File: config.mk
export PLATFORM = sky130hd
export DESIGN_NAME = spi_master
export DESIGN_NICKNAME = d
export VERILOG_FILES = /design/src/rtl/spi_pkg.sv /design/src/rtl/spi_sclk_gen.sv /design/src/rtl/spi_master.sv
export SDC_FILE = /design/constraint.sdc
export NUM_CORES = 1
export LEC_CHECK = 0
export BUFFER_PORTS_ARGS = -buffer_cell sky130_fd_sc_hd__buf_2
export CORE_MARGIN = 8
export CORE_UTILIZATION = 40
export CTS_CLUSTER_DIAMETER = 80
export DETAILED_ROUTE_END_ITERATION = 10
export GPL_ROUTABILITY_DRIVEN = 0
export HOLD_SLACK_MARGIN = 0.08
export SYNTH_ARGS = -nofsm -noshare
export SYNTH_HDL_FRONTEND = slang
export SYNTH_SLANG_ARGS = --single-unit
File: constraint.sdc
create_clock -name clk -period 2.6 [get_ports clk]
set_clock_uncertainty 0.1 [all_clocks]
set_input_delay 0.13 -clock clk [delete_from_list [all_inputs] [get_ports clk]]
set_output_delay 0.13 -clock clk [all_outputs]
set_load 0.02 [all_outputs]
File: src/rtl/spi_pkg.sv
// Shared SPI definitions: FSM state encoding and default timing parameters.
// Used by both the SPI master and the SPI slave.
package spi_pkg;

  localparam int CLK_DIV_DEFAULT = 25;
  localparam int WIDTH_DEFAULT   = 8;

  typedef enum logic [1:0] {
    ST_IDLE = 2'd0,
    ST_XFER = 2'd1,
    ST_HOLD = 2'd2,
    ST_END  = 2'd3
  } spi_state_t;

endpackage

File: src/rtl/spi_sclk_gen.sv
// SCLK half-period divider: produces one-cycle rise/fall strobes while run is high.
// The counter restarts from zero whenever run drops, so every frame starts phase-aligned.
module spi_sclk_gen
  import spi_pkg::*;
#(
  parameter int CLK_DIV = CLK_DIV_DEFAULT
) (
  input  logic clk,
  input  logic rst,
  input  logic run,
  output logic rise_tick,
  output logic fall_tick
);

  localparam int CW = $clog2(CLK_DIV) + 1;

  logic [CW-1:0] cnt_r;
  logic          phase_r;
  logic          tick_s;

  // Strobe on the last cycle of each half-period; phase selects rise vs fall.
  always_comb begin
    tick_s    = run && (cnt_r == CW'(CLK_DIV - 1));
    rise_tick = tick_s && !phase_r;
    fall_tick = tick_s && phase_r;
  end

  // Half-period counter, reloaded on every edge strobe.
  always_ff @(posedge clk) begin
    if (rst || !run) begin
      cnt_r   <= '0;
      phase_r <= 1'b0;
    end else if (tick_s) begin
      cnt_r   <= '0;
      phase_r <= !phase_r;
    end else begin
      cnt_r   <= cnt_r + CW'(1);
      phase_r <= phase_r;
    end
  end

endmodule

File: src/rtl/spi_master.sv
// Mode-0 SPI master: one WIDTH-bit frame per accepted start, MSB first,
// optional chip-select hold between back-to-back frames.
module spi_master
  import spi_pkg::*;
#(
  parameter int CLK_DIV = CLK_DIV_DEFAULT,
  parameter int WIDTH   = WIDTH_DEFAULT
) (
  input  logic             clk,
  input  logic             rst,
  input  logic             start,
  input  logic             hold_cs,
  input  logic [WIDTH-1:0] tx_data,
  output logic             ready,
  output logic             done,
  output logic [WIDTH-1:0] rx_data,
  output logic             sclk,
  output logic             mosi,
  input  logic             miso,
  output logic             cs
);

  localparam int BW = $clog2(WIDTH + 1);
  localparam int CW = $clog2(CLK_DIV) + 1;

  spi_state_t       state_r;
  logic [WIDTH-1:0] tx_sh_r;
  logic [WIDTH-1:0] rx_sh_r;
  logic [BW-1:0]    bit_cnt_r;
  logic [CW-1:0]    end_cnt_r;
  logic             hold_r;
  logic             run_s;
  logic             rise_tick_s;
  logic             fall_tick_s;

  assign run_s = (state_r == ST_XFER);

  spi_sclk_gen #(
    .CLK_DIV(CLK_DIV)
  ) u_sclk_gen (
    .clk      (clk),
    .rst      (rst),
    .run      (run_s),
    .rise_tick(rise_tick_s),
    .fall_tick(fall_tick_s)
  );

  // Frame control FSM with all interface outputs registered.
  always_ff @(posedge clk) begin
    if (rst) begin
      state_r   <= ST_IDLE;
      cs        <= 1'b1;
      sclk      <= 1'b0;
      mosi      <= 1'b0;
      ready     <= 1'b1;
      done      <= 1'b0;
      rx_data   <= '0;
      tx_sh_r   <= '0;
      rx_sh_r   <= '0;
      bit_cnt_r <= '0;
      end_cnt_r <= '0;
      hold_r    <= 1'b0;
    end else begin
      done <= 1'b0;
      case (state_r)
        ST_IDLE, ST_HOLD: begin
          if (start) begin
            state_r   <= ST_XFER;
            ready     <= 1'b0;
            cs        <= 1'b0;
            tx_sh_r   <= tx_data;
            mosi      <= tx_data[WIDTH-1];
            hold_r    <= hold_cs;
            bit_cnt_r <= '0;
          end else if ((state_r == ST_HOLD) && !hold_cs) begin
            state_r   <= ST_END;
            ready     <= 1'b0;
            end_cnt_r <= '0;
          end else begin
            state_r <= state_r;
          end
        end
        ST_XFER: begin
          if (rise_tick_s) begin
            sclk      <= 1'b1;
            rx_sh_r   <= {rx_sh_r[WIDTH-2:0], miso};
            bit_cnt_r <= bit_cnt_r + BW'(1);
          end else if (fall_tick_s) begin
            sclk <= 1'b0;
            if (bit_cnt_r == BW'(WIDTH)) begin
              // Last falling edge: publish the frame; cs rises one cycle later via END.
              done      <= 1'b1;
              rx_data   <= rx_sh_r;
              mosi      <= 1'b0;
              end_cnt_r <= '0;
              if (hold_r) begin
                state_r <= ST_HOLD;
                ready   <= 1'b1;
              end else begin
                state_r <= ST_END;
              end
            end else begin
              tx_sh_r <= tx_sh_r << 1;
              mosi    <= tx_sh_r[WIDTH-2];
            end
          end else begin
            sclk <= sclk;
          end
        end
        ST_END: begin
          cs <= 1'b1;
          if (end_cnt_r == CW'(CLK_DIV)) begin
            state_r <= ST_IDLE;
            ready   <= 1'b1;
          end else begin
            end_cnt_r <= end_cnt_r + CW'(1);
          end
        end
        default: begin
          state_r <= ST_IDLE;
          ready   <= 1'b1;
          cs      <= 1'b1;
          sclk    <= 1'b0;
          mosi    <= 1'b0;
        end
      endcase
    end
  end

endmodule

==> impl_results.md, run 1 <==
- Hold crit path type: primary input to register
- CP Class: register to register
- CP Launch Type: register
- Bufs on Longest Clock Path: 2
- Final hold vios: 0
- Max-slew violation count: 0
- Worst Tran Pin Value: 513 ps
- Num rows: 26
- Design area: 0.00247 mm²
- DP Worst Slack: 577 ps
- Cell type with the largest total area after synthesis: dfxtp_1
- Port Buffer Count: 25
- GRT overflow: 0
- Crit path cell chain: nand2b_4 > or4_4 > or3_1 > a21boi_1
- CP max-delay cell: or4_4
- Vias/cell: 5.09
- Crit path arrival time: 2170 ps
- Clock Root Buffer: clkbuf_8
- Outcome: finished, final reports clean
- Leak: 0.940 nW
- Starting Density: 0.415
- Share of cells above drive strength 1: 0.170
- Clock Latency Late Sink: 300 ps
- Final Cycle Share: 0.780
- First-pass GRT wire length: 7690 µm
- # DRC: 0
- CTS tree: yes
- Via count: 1704
- Vias in the first global route: 1706
- Max_cap viols: 0
- Max_slew headroom: 0.657
- CP Capture Type: register
- Diodes inserted: 0
- Area Growth Syn to Fin: 16.5%
- DP Area: 0.00231 mm²
- Hold path depth: 3
- Layout Utilization: 0.484
- RR Startpoint: state_r[0]$_SDFFE_PP0P_
- Setup crit start: state_r[0]$_SDFFE_PP0P_
- WL per Instance: 13.3 µm
- Warnings, synthesis: 0
- Ys flop type: dfxtp_1
- Die width: 88.8 µm
- Placed Cells: 322
- 1st-pass router iterations: 4
- Setup TNS: 0 ps
- Number of CTS-inserted buffers: 5
- Worst vdd ir: 0.265 mV
- Worst-path clk slew: 90 ps
- #FFs+latches synth: 48
- Max FO, Critical Path: 16
- Max Clock Freq: 493 MHz
- Cell Area, Synth: 0.00212 mm²
- # H-tree levels: 2
- Max stage delay on crit path: 620 ps
- FF-to-FF setup slack: 570 ps
- Remaining antenna violation count after routing: 0
- Power Density: 581 mW/mm²
- Ys async rst share: 0
- Top cell type's share of synthesized area: 0.453
- Hold slack: 88.7 ps
- Post-route insts no fill: 335
- Worst R2R Path Depth: 4
- Largest net degree at the start of global routing: 21
- Die Area: 0.00789 mm²
- Commonest non-fill, non-tap cell in the layout: dfxtp_1
- IO Count: 26
- Hold_sp: tx_data[1]
- Final setup margin: 572 ps
- Most frequent cells in the layout: 48 x dfxtp_1, 29 x nand2_1, 25 x buf_2
- Detailed placement HPWL: 3120 µm
- Unique masters post-synth: 43
- Critical Path RT: 2740 ps
- CORE AREA: 0.00511 mm²
- Layout net count: 283
- Final setup vio count: 0
- Power Total: 1.44 mW
- R2R Path End: bit_cnt_r[3]$_SDFFE_PP0P_
- Iteration-0 DRC Markers: 101
- Clk sinks: 48
- EDFF count, synth: 0
- Synthesized instance count: 236
- Post-synthesis area per instance: 8.99 µm²
- Total GRT Usage: 0.123
- Syn Nets: 255
- Seq/Total Area, Yosys: 0.453
- Die H: 88.8 µm
- Initial antenna violation count: 0
- RSZ-0062 raised after global routing: no
- Synth top area cells: dfxtp_1 45%, mux2i_1 6.6%, nand2_1 5.1%
- Crit path time final: 2030 ps
- Final WL: 4440 µm
- Hold EP: tx_sh_r[1]$_SDFFE_PP0P_
## timing repair
item	CTS	global route
gates resized for setup	0	0
hold buffers	4	1
setup buffers	0	0
hold endpoints to repair	4	1
## metal layers
metal / wire length [µm] / vias to the layer above / global-route usage / share of wire
met1: 2110 / 787 / 0.147 / 0.48
met4: 66 / 0 / 0.0553 / 0.015
met5: 0 / - / 0 / 0
met2: 2060 / 26 / 0.199 / 0.46
met3: 204 / 8 / 0.0353 / 0.046
li1: - / 883 / - / -
## synthesized netlist by cell type, drive strengths merged, types with 3 or more instances
cell type,instances
a21oi,18
a311oi,9
buf,6
clkbuf,8
dfxtp,48
ha,6
inv,8
mux2i,14
nand2,29
nand2b,3
nand3,6
nand4b,3
nor2,24
nor2b,4
nor3,5
o211ai,3
o21ai,8
or3,4
xnor2,5
## where the power goes
group          internal (mW)  switching (mW)  leakage [nW]
Sequential             0.755          0.0153         0.390
Combinational         0.0533          0.0737         0.496
Clock                  0.285           0.253        0.0541
Total                   1.09           0.342         0.940
## worst max-delay path by stage
| stage | depth (start not counted) | slack [ps] | to |
|---|---|---|---|
| 2_1_floorplan | 7 | 790 | tx_sh_r[3]$_SDFFE_PP0P_ |
| 5_1_grt | 7 | 450 | tx_sh_r[2]$_SDFFE_PP0P_ |
| 6_report | 4 | 570 | bit_cnt_r[3]$_SDFFE_PP0P_ |
| 3_5_place_dp | 4 | 580 | bit_cnt_r[3]$_SDFFE_PP0P_ |
| 4_1_cts | 4 | 560 | bit_cnt_r[3]$_SDFFE_PP0P_ |
| 3_3_place_gp | 4 | 620 | bit_cnt_r[3]$_SDFFE_PP0P_ |
## registers in the layout, indices dropped and copies added (netlist names), 2 cells and up
| register | count |
|---|---|
| bit_cnt_r | 4 |
| end_cnt_r | 6 |
| rx_data | 8 |
| rx_sh_r | 8 |
| state_r | 2 |
| tx_sh_r | 7 |
| u_sclk_gen.cnt_r | 6 |
## final cells by class
cell class / instances / area, µm²
multi-input combinational: 166 / 1070
sequential: 48 / 961
fill: 517 / 2640
clock buffer: 5 / 68.8
timing repair buffer: 35 / 213
tap: 70 / 87.6
inverter: 8 / 30.0
clock inverter: 3 / 42.5
## worst max-delay path, delay by kind of cell, from the launching register on
family	cells	cell delay, ps
compound gates	1	130
flops	1	530
simple gates	3	1200
## logic make-up after synthesis
family          share of synthesized area
fa+ha+maj                          0.0354
compound gates                      0.163
flops                               0.453
buf+inv                            0.0466
simple gates                        0.207
xor+xnor                           0.0289
mux                                0.0660
No activity file was read; power rests on OpenSTA's default activity.
==> inputs of run 2 (changes only) <==
- ABC_AREA: default -> 1
- clock period: 2.6 -> 1.7 ns (I/O delays scaled with it)
==> run 2 against run 1 <==
Clock power rose by 52%. Combinational power rose to 3.2 times the previous value. Synthesized cell count rose by 25%. First-iteration DRC count fell by 31%. Largest cell class unchanged. Core utilization rose by 2.0 points. Sequential cell count did not move. Area after synthesis rose by 4.5%. Total power rose by 69%.
==> impl_results.md, run 2 <==
- Worst vdd ir: 0.567 mV
- Port Buffer Count: 25
- CP Launch Type: register
- Max_cap viols: 0
- Synth top area cells: dfxtp_1 43%, nand2_1 10%, a21oi_1 8.6%
- DP Area: 0.00249 mm²
- Leak: 1.15 nW
- Top Family by Delay on Critical Path: simple AND/OR/NAND/NOR gates
- Diodes inserted: 0
- CP max-delay cell: dfxtp_1
- Clk sinks: 48
- Max_slew headroom: 0.639
- Warnings, synthesis: 0
- Critical Path RT: 1800 ps
- CP Class: register to register
- WL per Instance: 11.2 µm
- Crit path cell chain: inv_1 > ha_1 > inv_1 > nor2_4 > nand2_2 > inv_2 > nand2_1 > buf_12 > nand2_4 > a21oi_1 > nor2_1
- IO Count: 26
- Cell mode on critical path: inv_1
- Die Area: 0.00818 mm²
- Commonest non-fill, non-tap cell in the layout: nand2_1
- Vias/cell: 4.74
- Die H: 90.5 µm
- Final setup vio count: 0
- Setup crit start: u_sclk_gen.cnt_r[0]$_SDFF_PP0_
- # DRC: 0
- Cell type with the largest total area after synthesis: dfxtp_1
- Post-synth top cells: 60 x nand2_1, 48 x dfxtp_1, 38 x a21oi_1, 33 x inv_1, 26 x nand3_1
- Iteration-0 DRC Markers: 70
- Top cell type's share of synthesized area: 0.433
- Bufs on Longest Clock Path: 2
- Worst R2R Path Depth: 11
- Power Total: 2.43 mW
- #FFs+latches synth: 48
- Power Density: 884 mW/mm²
- Worst Tran Pin Value: 542 ps
- Max FO, Critical Path: 19
- Most frequent cell after synthesis: nand2_1
- Final WL: 4670 µm
- Syn Nets: 313
- R2R Path End: bit_cnt_r[3]$_SDFFE_PP0P_
- Initial antenna violation count: 0
- Seq/Total Area, Yosys: 0.433
- Outcome: finished, final reports clean
- Final hold vios: 0
- Post-route insts no fill: 416
- Vias in the first global route: 1879
- CP Capture Type: register
- Ys flop type: dfxtp_1
- Total GRT Usage: 0.118
- RR Startpoint: u_sclk_gen.cnt_r[0]$_SDFF_PP0_
- WP buf/inv: 4
- EDFF count, synth: 0
- GRT overflow: 0
- Max-slew violation count: 0
- Final Cycle Share: 0.922
- Design area: 0.00274 mm²
- Die width: 90.5 µm
- CP endpoint: bit_cnt_r[3]$_SDFFE_PP0P_
- Most frequent cells in the layout: 60 x nand2_1, 47 x dfxtp_1, 38 x a21oi_1
- First-pass GRT wire length: 8230 µm
- Ys async rst share: 0
- Worst-path clk slew: 90 ps
- Via count: 1972
- FF-to-FF setup slack: 130 ps
- CORE AREA: 0.00544 mm²
- Hold crit path type: primary input to register
- Cell Area, Synth: 0.00222 mm²
- Remaining antenna violation count after routing: 0
- Largest regs: rx_data x8, rx_sh_r x8, tx_sh_r x7
- Detailed placement HPWL: 3350 µm
- Starting Density: 0.408
- Max Clock Freq: 638 MHz
- Layout net count: 362
- Crit path time final: 1570 ps
- Worst path depth: 11
- Post-synthesis area per instance: 7.55 µm²
- Area Growth Syn to Fin: 23.6%
- Largest net degree at the start of global routing: 23
- Number of CTS-inserted buffers: 5
- 1st-pass router iterations: 4
- Clock Root Buffer: clkbuf_8
- Unique masters post-synth: 28
- Placed Cells: 396
- # H-tree levels: 2
- Crit path arrival time: 1670 ps
- Clock Latency Late Sink: 300 ps
- Num rows: 27
- Synthesized instance count: 294
- Max stage delay on crit path: 330 ps
- Share of cells above drive strength 1: 0.203
- CTS tree: yes
-- run 2: changes by cell type in the layout (fill, tap and decap cells not counted), moves of 8 or more --
cell      previous run  this run
nand3_1              6        26
inv_1                8        33
buf_4                5        14
nand2_1             29        60
nand4_1              0         8
o21ai_0              6        20
a21oi_1             18        38
a311oi_1             9         0
mux2i_1             14         0
-- run 2: timing repair --
| item | 4_1_cts | 5_1_grt |
|---|---|---|
| gates resized for setup | 0 | 3 |
| hold buffers | 11 | 0 |
| endpoints found under the hold margin | 13 | 0 |
| endpoints found under the setup margin | 0 | 26 |
| setup buffers | 0 | 1 |
-- run 2: area by class of cell --
cell class	instances	area [µm²]
Fill cell	524	2700
Multi-Input combinational cell	199	1060
Sequential cell	48	962
Timing Repair Buffer	52	380
Inverter	37	141
Tap cell	72	90.1
Clock buffer	5	68.8
Clock inverter	3	42.5
-- run 2: metal layers --
metal  vias up  global-route usage  share of wire  routed length [µm]
li1       1053                   -              -                   -
met1       890               0.143           0.50                2310
met2        21               0.194           0.46                2130
met3         8              0.0291          0.026                 123
met4         0              0.0458          0.020                  95
met5         -                   0              0                   0
-- run 2: cell families (layout without fill, tap and decap cells) --
group                    count (synthesis)  in the layout  share of synthesized area
buffers and inverters                   47             97                     0.0936
adder cells (fa/ha/maj)                  6              6                     0.0338
AND/OR/NAND/NOR                        130            130                      0.288
flip-flops                              48             48                      0.433
AO/OA/AOI/OAI                           60             60                      0.139
XOR/XNOR                                 3              3                     0.0118
-- run 2: worst min-delay path by stage --
stage,slack [ps],endpoint,from,cells after the start
global placement,230,end_cnt_r[1]$_SDFFE_PP0P_,rst,2
finish,160,state_r[0]$_SDFFE_PP0P_,start,5
CTS,160,state_r[0]$_SDFFE_PP0P_,start,5
global route,210,hold_r$_SDFFE_PP0P_,start,5
detailed placement,240,end_cnt_r[5]$_SDFFE_PP0P_,rst,2
floorplan,130,tx_sh_r[0]$_SDFFE_PP0P_,tx_data[0],2
-- run 2: worst reg2reg max path, stage by stage, from the launching register on --
cell	delay [ps]
dfxtp_1	330
inv_1	40
ha_1	180
inv_1	90
nor2_4	60
nand2_2	100
inv_2	40
nand2_1	120
buf_12	160
nand2_4	70
a21oi_1	130
nor2_1	60
-- run 2: per-stage QoR --
stage	setup TNS (ps)	utilization	worst slack, ps	hold WS [ps]
floorplan	0	-	175	133
global placement	0	0.458	55.4	233
detailed placement	0	0.458	35.6	243
CTS	0	0.499	27.2	160
global route	-0.791	0.504	-0.791	209
finish	0	0.504	133	164
-- run 2: power breakdown --
part	total (mW)	switching, mW	internal [mW]
Combinational	0.412	0.252	0.161
Clock	0.816	0.381	0.436
Sequential	1.20	0.0287	1.17
Total	2.43	0.661	1.76
==> inputs of run 3 (changes only) <==
- CAP_MARGIN: default -> 0
- MAX_ROUTING_LAYER: default -> met4
==> run 3 against run 2 <==
Sequential cell count is the same. Clock power barely moved. Critical endpoint unchanged. Core utilization unchanged. First-iteration DRC count is 24% higher.
==> impl_results.md, run 3 (synthesis gave the netlist of run 2 again) <==
- Outcome: finished, final reports clean
- Crit path time final: 1570 ps
- Initial antenna violation count: 0
- Final setup vio count: 0
- Area Growth Syn to Fin: 23.6%
- Leak: 1.15 nW
- Iteration-0 DRC Markers: 87
- Critical Path RT: 1800 ps
- Hold EP: state_r[0]$_SDFFE_PP0P_
- Fillers: 524
- Gate power share: 0.170
- CP Launch Type: register
- Final WL: 4660 µm
- Setup TNS: 0 ps
- Vias/cell: 4.74
- Design area: 0.00274 mm²
- Clock network power share: 0.337
- R2R Path End: bit_cnt_r[3]$_SDFFE_PP0P_
- # H-tree levels: 2
- Total GRT Usage: 0.121
- Worst R2R Path Depth: 11
- Crit path cell chain: inv_1 > ha_1 > inv_1 > nor2_4 > nand2_2 > inv_2 > nand2_1 > buf_12 > nand2_4 > a21oi_1 > nor2_1
- Clock Latency Late Sink: 300 ps
- 1st-pass router iterations: 4
- CP Class: register to register
- Number of CTS-inserted buffers: 5
- Power Total: 2.43 mW
- FF/Latch Area: 962 µm²
- Share of cells above drive strength 1: 0.203
- Crit path arrival time: 1670 ps
- Starting Density: 0.408
- Hold slack: 164 ps
- Hold_sp: start
- Clock Root Buffer: clkbuf_8
- FF-to-FF setup slack: 130 ps
- Worst vdd ir: 0.567 mV
- Max FO, Critical Path: 19
- Max Clock Freq: 638 MHz
- Final hold vios: 0
- DP Area: 0.00249 mm²
- NetSw: 0.662 mW
- Num rows: 27
- GRT overflow: 0
- # DRC: 0
- Largest net degree at the start of global routing: 23
- Remaining antenna violation count after routing: 0
- WL per Instance: 11.2 µm
- Bufs on Longest Clock Path: 2
- Worst-path clk slew: 90 ps
- Max_slew headroom: 0.640
- Die Area: 0.00818 mm²
- Top Family by Delay on Critical Path: simple AND/OR/NAND/NOR gates
- Hold path depth: 5
- Power Density: 885 mW/mm²
- RR Startpoint: u_sclk_gen.cnt_r[0]$_SDFF_PP0_
- Max stage delay on crit path: 330 ps
- Worst path depth: 11
- Port Buffer Count: 25
- Worst Tran Pin Value: 539 ps
- Most frequent cells in the layout: 60 x nand2_1, 47 x dfxtp_1, 38 x a21oi_1
- Cell mode on critical path: inv_1
- CP max-delay cell: dfxtp_1
- Clk sinks: 48
- CORE AREA: 0.00544 mm²
- Int Pwr: 1.76 mW
- WP buf/inv: 4
- Area of the multi-input gates: 0.00106 mm²
- Max-slew violation count: 0
- First-pass GRT wire length: 8220 µm
- Max_cap viols: 0
- CTS tree: yes
- Detailed placement HPWL: 3350 µm
- Final Cycle Share: 0.922
- Diodes inserted: 0
- Commonest non-fill, non-tap cell in the layout: nand2_1
- Die width: 90.5 µm
- Hold crit path type: primary input to register
- Largest regs: rx_data x8, rx_sh_r x8, tx_sh_r x7
- Layout net count: 362
- IO Count: 26
- Via count: 1972
- Vias in the first global route: 1881
- Switching part of the total power: 0.273
- CP Capture Type: register
- Sequential Power Share: 0.493
- Die H: 90.5 µm
==> run 3: cell counts in the layout (fill, tap and decap cells not counted) <==
Identical to the previous run, type by type.
==> run 3: area by class of cell <==
type	count	share of cell area
Multi-Input combinational cell	199	0.385
Sequential cell	48	0.351
Timing Repair Buffer	52	0.139
Inverter	37	0.0516
Tap cell	72	0.0328
Clock buffer	5	0.0251
Clock inverter	3	0.0155
==> run 3: worst max-delay path by stage <==
stage | from | to | slack (ps)
after floorplan | u_sclk_gen.cnt_r[0]$_SDFF_PP0_ | bit_cnt_r[3]$_SDFFE_PP0P_ | 180
after detailed placement | u_sclk_gen.cnt_r[1]$_SDFF_PP0_ | bit_cnt_r[2]$_SDFFE_PP0P_ | 40
after global routing | u_sclk_gen.cnt_r[1]$_SDFF_PP0_ | bit_cnt_r[3]$_SDFFE_PP0P_ | -0.5
after CTS | u_sclk_gen.cnt_r[1]$_SDFF_PP0_ | rx_sh_r[4]$_SDFFE_PP0P_ | 30
after global placement | u_sclk_gen.cnt_r[1]$_SDFF_PP0_ | tx_sh_r[1]$_SDFFE_PP0P_ | 60
final | u_sclk_gen.cnt_r[0]$_SDFF_PP0_ | bit_cnt_r[3]$_SDFFE_PP0P_ | 130
==> run 3: worst register-to-register path, stage by stage, from the launching register on <==
cell     delay (ps)
dfxtp_1         330
inv_1            40
ha_1            180
inv_1            90
nor2_4           60
nand2_2         100
inv_2            40
nand2_1         120
buf_12          160
nand2_4          60
a21oi_1         130
nor2_1           60
==> run 3: timing repair <==
item / CTS / global route
endpoints found under the setup margin: 0 / 26
gates resized for setup: 0 / 3
buffers inserted: 0 / 1
hold endpoints to repair: 13 / 0
hold buffers: 11 / 0
==> run 3: layer usage <==
metal,vias up,track usage,share of wire
met3,8,0.0258,0.021
met1,886,0.145,0.50
met4,0,0.0458,0.020
met2,22,0.194,0.46
li1,1056,-,-
met5,-,-,0
==> run 3: power groups by stage <==
stage / logic, mW / registers (mW) / clock network [mW]
2_1_floorplan: 0.260 / 1.24 / 0
3_3_place_gp: 0.391 / 1.22 / 0
3_5_place_dp: 0.393 / 1.22 / 0
4_1_cts: 0.414 / 1.20 / 0.846
5_1_grt: 0.462 / 1.20 / 0.876
6_report: 0.412 / 1.20 / 0.818
==> run 3: per-stage QoR <==
stage	worst slack [ps]	util	cells
floorplan	175	-	294
global placement	55.4	0.458	396
detailed placement	35.6	0.458	396
CTS	27.2	0.499	415
global route	-0.549	0.504	416
finish	133	0.504	416
